===== src/rtl/nvram_pkg.sv =====
// rtl/nvram_pkg.sv - shared types and defaults for the NVRAM arbiter
package nvram_pkg;

    localparam int NV_ADDR_W    = 6;
    localparam int NV_DATA_W    = 8;
    localparam int IOCTL_ADDR_W = 25;
    localparam logic [7:0] NV_INDEX_DEF = 8'd4;

    typedef enum logic [2:0] {
        IDLE,
        C_ACC,
        C_ACK,
        H_ACC,
        H_DONE
    } state_t;

    // One-entry HPS holding register; the full ioctl address is kept so range checks stay local
    typedef struct packed {
        logic [IOCTL_ADDR_W-1:0] addr;
        logic [NV_DATA_W-1:0]    data;
        logic                    is_wr;
    } hold_t;

endpackage


===== src/rtl/nvram_arbiter.sv =====
// rtl/nvram_arbiter.sv - CPU / HPS ioctl arbiter for a shared single-port high-score NVRAM
module nvram_arbiter
    import nvram_pkg::*;
#(
    parameter int         ADDR_W   = NV_ADDR_W,
    parameter int         DATA_W   = NV_DATA_W,
    parameter logic [7:0] NV_INDEX = NV_INDEX_DEF,
    parameter int         STARVE   = 4
) (
    input  logic                    clk_sys,
    input  logic                    reset_n,
    input  logic                    cpu_req,
    input  logic                    cpu_we,
    input  logic [ADDR_W-1:0]       cpu_addr,
    input  logic [DATA_W-1:0]       cpu_din,
    output logic [DATA_W-1:0]       cpu_dout,
    output logic                    cpu_ack,
    input  logic                    ioctl_download,
    input  logic                    ioctl_upload,
    input  logic [7:0]              ioctl_index,
    input  logic                    ioctl_wr,
    input  logic                    ioctl_rd,
    input  logic [IOCTL_ADDR_W-1:0] ioctl_addr,
    input  logic [DATA_W-1:0]       ioctl_dout,
    output logic [DATA_W-1:0]       ioctl_din,
    output logic                    ioctl_wait,
    output logic [ADDR_W-1:0]       ram_addr,
    output logic                    ram_we,
    output logic [DATA_W-1:0]       ram_din,
    input  logic [DATA_W-1:0]       ram_dout,
    output logic                    dirty
);

    localparam int SW = $clog2(STARVE + 1);

    state_t          state;
    hold_t           hold_q;
    logic            pend;
    logic            up_nv_q;
    logic [SW-1:0]   starve_cnt;

    logic nv_sel, hps_wr, hps_rd, oor, hps_ready, starve_max, cpu_wr_done, up_fall;

    assign nv_sel      = (ioctl_index == NV_INDEX);
    assign hps_wr      = ioctl_wr & ioctl_download & nv_sel;
    assign hps_rd      = ioctl_rd & ioctl_upload & nv_sel;
    assign oor         = |hold_q.addr[IOCTL_ADDR_W-1:ADDR_W];
    assign hps_ready   = pend & ~oor;
    assign starve_max  = (starve_cnt == SW'(STARVE));
    assign cpu_wr_done = (state == C_ACC) & ram_we;
    assign up_fall     = up_nv_q & ~ioctl_upload;
    assign ioctl_wait  = pend;

    always_ff @(posedge clk_sys) begin
        if (!reset_n) begin
            state      <= IDLE;
            hold_q     <= '0;
            pend       <= 1'b0;
            up_nv_q    <= 1'b0;
            starve_cnt <= '0;
            cpu_ack    <= 1'b0;
            cpu_dout   <= '0;
            ioctl_din  <= '0;
            ram_addr   <= '0;
            ram_we     <= 1'b0;
            ram_din    <= '0;
            dirty      <= 1'b0;
        end else begin
            cpu_ack <= 1'b0;
            up_nv_q <= ioctl_upload & nv_sel;

            // A CPU write landing in the same cycle as the upload end must keep the flag set
            if (cpu_wr_done) begin
                dirty <= 1'b1;
            end else if (up_fall) begin
                dirty <= 1'b0;
            end

            if (!pend) begin
                if (hps_wr | hps_rd) begin
                    pend         <= 1'b1;
                    hold_q.addr  <= ioctl_addr;
                    hold_q.data  <= ioctl_dout;
                    hold_q.is_wr <= hps_wr;
                end
            end else if (oor) begin
                pend <= 1'b0;
                if (!hold_q.is_wr) begin
                    ioctl_din <= '0;
                end
            end

            case (state)
                IDLE: begin
                    if (hps_ready && (!cpu_req || starve_max)) begin
                        state      <= H_ACC;
                        ram_addr   <= hold_q.addr[ADDR_W-1:0];
                        ram_we     <= hold_q.is_wr;
                        ram_din    <= hold_q.data;
                        starve_cnt <= '0;
                    end else if (cpu_req) begin
                        state    <= C_ACC;
                        ram_addr <= cpu_addr;
                        ram_we   <= cpu_we;
                        ram_din  <= cpu_din;
                        if (hps_ready && !starve_max) begin
                            starve_cnt <= starve_cnt + SW'(1);
                        end
                    end
                end
                C_ACC: begin
                    state  <= C_ACK;
                    ram_we <= 1'b0;
                end
                C_ACK: begin
                    state    <= IDLE;
                    cpu_ack  <= 1'b1;
                    cpu_dout <= ram_dout;
                end
                H_ACC: begin
                    state  <= H_DONE;
                    ram_we <= 1'b0;
                end
                H_DONE: begin
                    state <= IDLE;
                    pend  <= 1'b0;
                    if (!hold_q.is_wr) begin
                        ioctl_din <= ram_dout;
                    end
                end
                default: state <= IDLE;
            endcase
        end
    end

endmodule


===== config.mk =====
export PLATFORM = sky130hd
export DESIGN_NAME = nvram_arbiter
export DESIGN_NICKNAME = d
export VERILOG_FILES = /design/src/rtl/nvram_pkg.sv /design/src/rtl/nvram_arbiter.sv
export SDC_FILE = /design/constraint.sdc
export NUM_CORES = 1
export LEC_CHECK = 0
export CORE_UTILIZATION = 40
export CTS_CLUSTER_DIAMETER = 200
export DETAILED_ROUTE_END_ITERATION = 10
export HOLD_SLACK_MARGIN = 0.06
export PLACE_DENSITY = 0.8
export SLEW_MARGIN = 10
export SYNTH_ARGS = -nofsm -noshare
export SYNTH_HDL_FRONTEND = slang
export SYNTH_SLANG_ARGS = --single-unit

===== constraint.sdc =====
create_clock -name clk_sys -period 1.55 [get_ports clk_sys]
set_clock_uncertainty 0.05 [all_clocks]
set_input_delay 0.155 -clock clk_sys [delete_from_list [all_inputs] [get_ports clk_sys]]
set_output_delay 0.155 -clock clk_sys [all_outputs]
set_load 0.01 [all_outputs]

==> impl_metrics.csv <==
group,metric,value,unit
detailed_routing,routed-via-count,2828,
timing,tightest_slew,0.3449,ns
critical_path,start_kind,"register",
yosys,ys_types,39,
cts,cts_sinks,75,
run_status,status,"finished, violations left",
die,io_pins,105,
final_layout,syn_to_final_growth,60.51,%
yosys,avgSynthCellArea,10.05,um2
timing,finalSetupViolations,28,
die,rows,31,
yosys,synth_cells,305,
power_and_ir_drop,ir_drop,456.5,uV
detailed_routing,drtIter0Drc,134,
yosys,synthesis.area,3064,um2
timing,fmax,548.9,MHz
place,dpl_cell_area,4389,um2
detailed_routing,drc,0,
final_layout,post-route-cell-area,4918,um2
detailed_routing,antenna_left,0,
detailed_routing,drt-wirelength-per-cell,16.10,um
critical_path,max_stage_delay,0.34,ns
global_route,gr-total-overflow,0,
die,die_w,89.53,um
run_status,violations,"setup timing",
final_layout,final_common_cell,"clkdlybuf4s50_1",
timing,slew_viol_final,0,
critical_path,cp_max_fo,8,
die,die_height,89.53,um
timing,finalHoldViolations,0,
timing,rsz0062_at_grt,"true",
yosys,synth_warnings,0,
timing,slew-limit-headroom,76.95,%
global_route,grt_max_degree,34,
place,place_congestion,0.7994,
cts,cts_max_level,3,
place,dp.final_hpwl,5667,um
min_path,hp-class,"input pin to register",
global_route,grt_antenna_before_repair,0,
timing,post-route-min-period,1.822,ns
power_and_ir_drop,p_leak,1.903,nW
place,io_buffers,104,
yosys,synth_fp_nets,378,
cts,worst_skew_pair.late_latency,0.34,ns
yosys,ys_seq_elements,75,
die,start_util,41.80,%
final_layout,final_cell_mix,"clkdlybuf4s50_1, dfxtp_1, nor2_1",
yosys,ys_seq_area_share,49.00,%
final_layout,fill_cells,535,
final_layout,drive_gt1_share,23.23,%
final_layout,antenna_cells,0,
critical_path,cp.required,1.77,ns
critical_path,cp_slowest_cell,"dfxtp_2",
global_route,grt_usage,20.97,%
timing,setup_ws,-0.2717,ns
detailed_routing,postRouteWirelength,8871,um
global_route,grt_pass1_vias,2720,
final_layout,fin_util,67.09,%
place,dp.cells,522,
critical_path,cp_cell_sequence,"nor4_4, buf_4, nand4_1, o21ai_4, buf_6, o21ai_2, a21oi_1",
timing,tns,-5.305,ns
run,drv_cap,0,
die,dieArea,8015,um2
detailed_routing,viasPerCell,5.132,
die,core_area,7331,um2
critical_path,critPathCaptureType,"register",
detailed_routing,drt-pass1-iter-count,4,
critical_path,cp_data_arrival_time,2.04,ns
final_layout,finalNonFillerCells,551,
timing,min_period_over_period,117.5,%
cts,numCtsBuffers,9,
power_and_ir_drop,powerDensity,785.9,nW/um2
critical_path,critPathKind,"register to register",
cts,clock_path_buffers,2,
cts,cts-root-buf,"clkbuf_8",
cts,ctsHoldBuffers,0,
cts,cts_tree,"yes",
place,pre_cts_ws,-0.4321,ns
cts,clk_pin_slew,0.07,ns
final_layout,fin_nets,520,
global_route,grt_pass1_wl,12690,um
## worst max-delay path, delay by kind of cell, from the launching register on
family	cells	cell delay [ns]
and+or+nand+nor	2	0.51
AOI/OAI and AO/OA	3	0.49
buffers and inverters	2	0.36
DFF	1	0.34
## power by group
group	internal, mW	total [mW]	switching (mW)
combinational	0.313	0.524	0.211
clock	0.667	1.34	0.669
sequential	1.97	2.01	0.0327
## per-layer routing
metal	share of wire, %	vias to the layer above	track usage (%)
li1	-	1350	-
met1	41	1362	24.43
met4	2.5	0	8.225
met5	0	-	0
met2	52	98	38.17
met3	5.2	18	3.601
## kinds of logic (layout without fill, tap and decap cells)
family          count (synthesis)  in the layout  synth area share, %
flops                          75             75                49.00
compound gates                 50             50                10.29
mux                            56             56                18.29
simple gates                   99             99                17.35
buf+inv                        23            170                4.247
fa+ha+maj                       2              2               0.8165
## metrics by stage
stage | hold slack [ns] | power [mW]
6_report | 0.2312 | 3.865
3_3_place_gp | 0.4213 | 2.515
4_1_cts | 0.2500 | 3.844
2_1_floorplan | 0.2477 | 2.191
3_5_place_dp | 0.4346 | 2.524
5_1_grt | 0.2558 | 4.013
## worst paths after layout
kind,cells after the start,to,slack [ns],from
setup / recovery,7,ram_din[5],-0.27,hold_q[23]
hold / removal,3,up_nv_q,0.23,ioctl_index[5]
setup reg to reg,7,ram_din[5],-0.27,hold_q[23]
hold reg to reg,2,starve_cnt[2],0.45,starve_cnt[2]
## layout make-up
cell class | count | area (um2) | share of cell area [%]
timing repair buffer | 148 | 1478 | 30.04
sequential | 75 | 1514 | 30.78
clock buffer | 14 | 162.7 | 3.307
clock inverter | 2 | 10.01 | 0.2035
tap | 99 | 123.9 | 2.518
inverter | 6 | 22.52 | 0.4579
multi-input combinational | 207 | 1608 | 32.69
## sequential cells by signal, indices dropped and copies added (netlist names)
name	count
ioctl_din	8
dirty	1
ram_din	8
starve_cnt	3
cpu_dout	8
hold_q	34
ram_addr	6
ram_we	1
cpu_ack	1
state	3
ioctl_wait	1
up_nv_q	1
## cells in the mapped netlist (all sizes together)
master / count / area [um2]
nor3: 2 / 15.01
a31oi: 1 / 6.260
nand2: 16 / 60.06
nor3b: 1 / 7.510
and3: 2 / 17.52
ha: 2 / 25.02
nand3: 1 / 5.000
and2: 3 / 20.02
o21ai: 18 / 90.08
a2111oi: 2 / 25.02
dlygate4sd1: 1 / 8.760
and4: 1 / 8.760
a21oi: 21 / 123.9
or2: 3 / 18.77
inv: 6 / 22.52
or3b: 1 / 8.760
buf: 9 / 72.57
nor4: 5 / 62.56
a2bb2oi: 8 / 70.07
mux2i: 56 / 560.5
nor4b: 1 / 15.01
nand3b: 3 / 22.52
nand2b: 1 / 6.260
nor2: 54 / 202.7
clkbuf: 7 / 26.28
dfxtp: 75 / 1501
nand4: 3 / 48.80
or3: 2 / 12.51
## timing repair
action                                  CTS  global route
pin swaps                                19            29
buffers inserted                          8             3
resized for setup                        48            25
gates cloned                              2             3
endpoints found under the setup margin   61            53
Note: power is estimated with default switching activity, not from simulation.
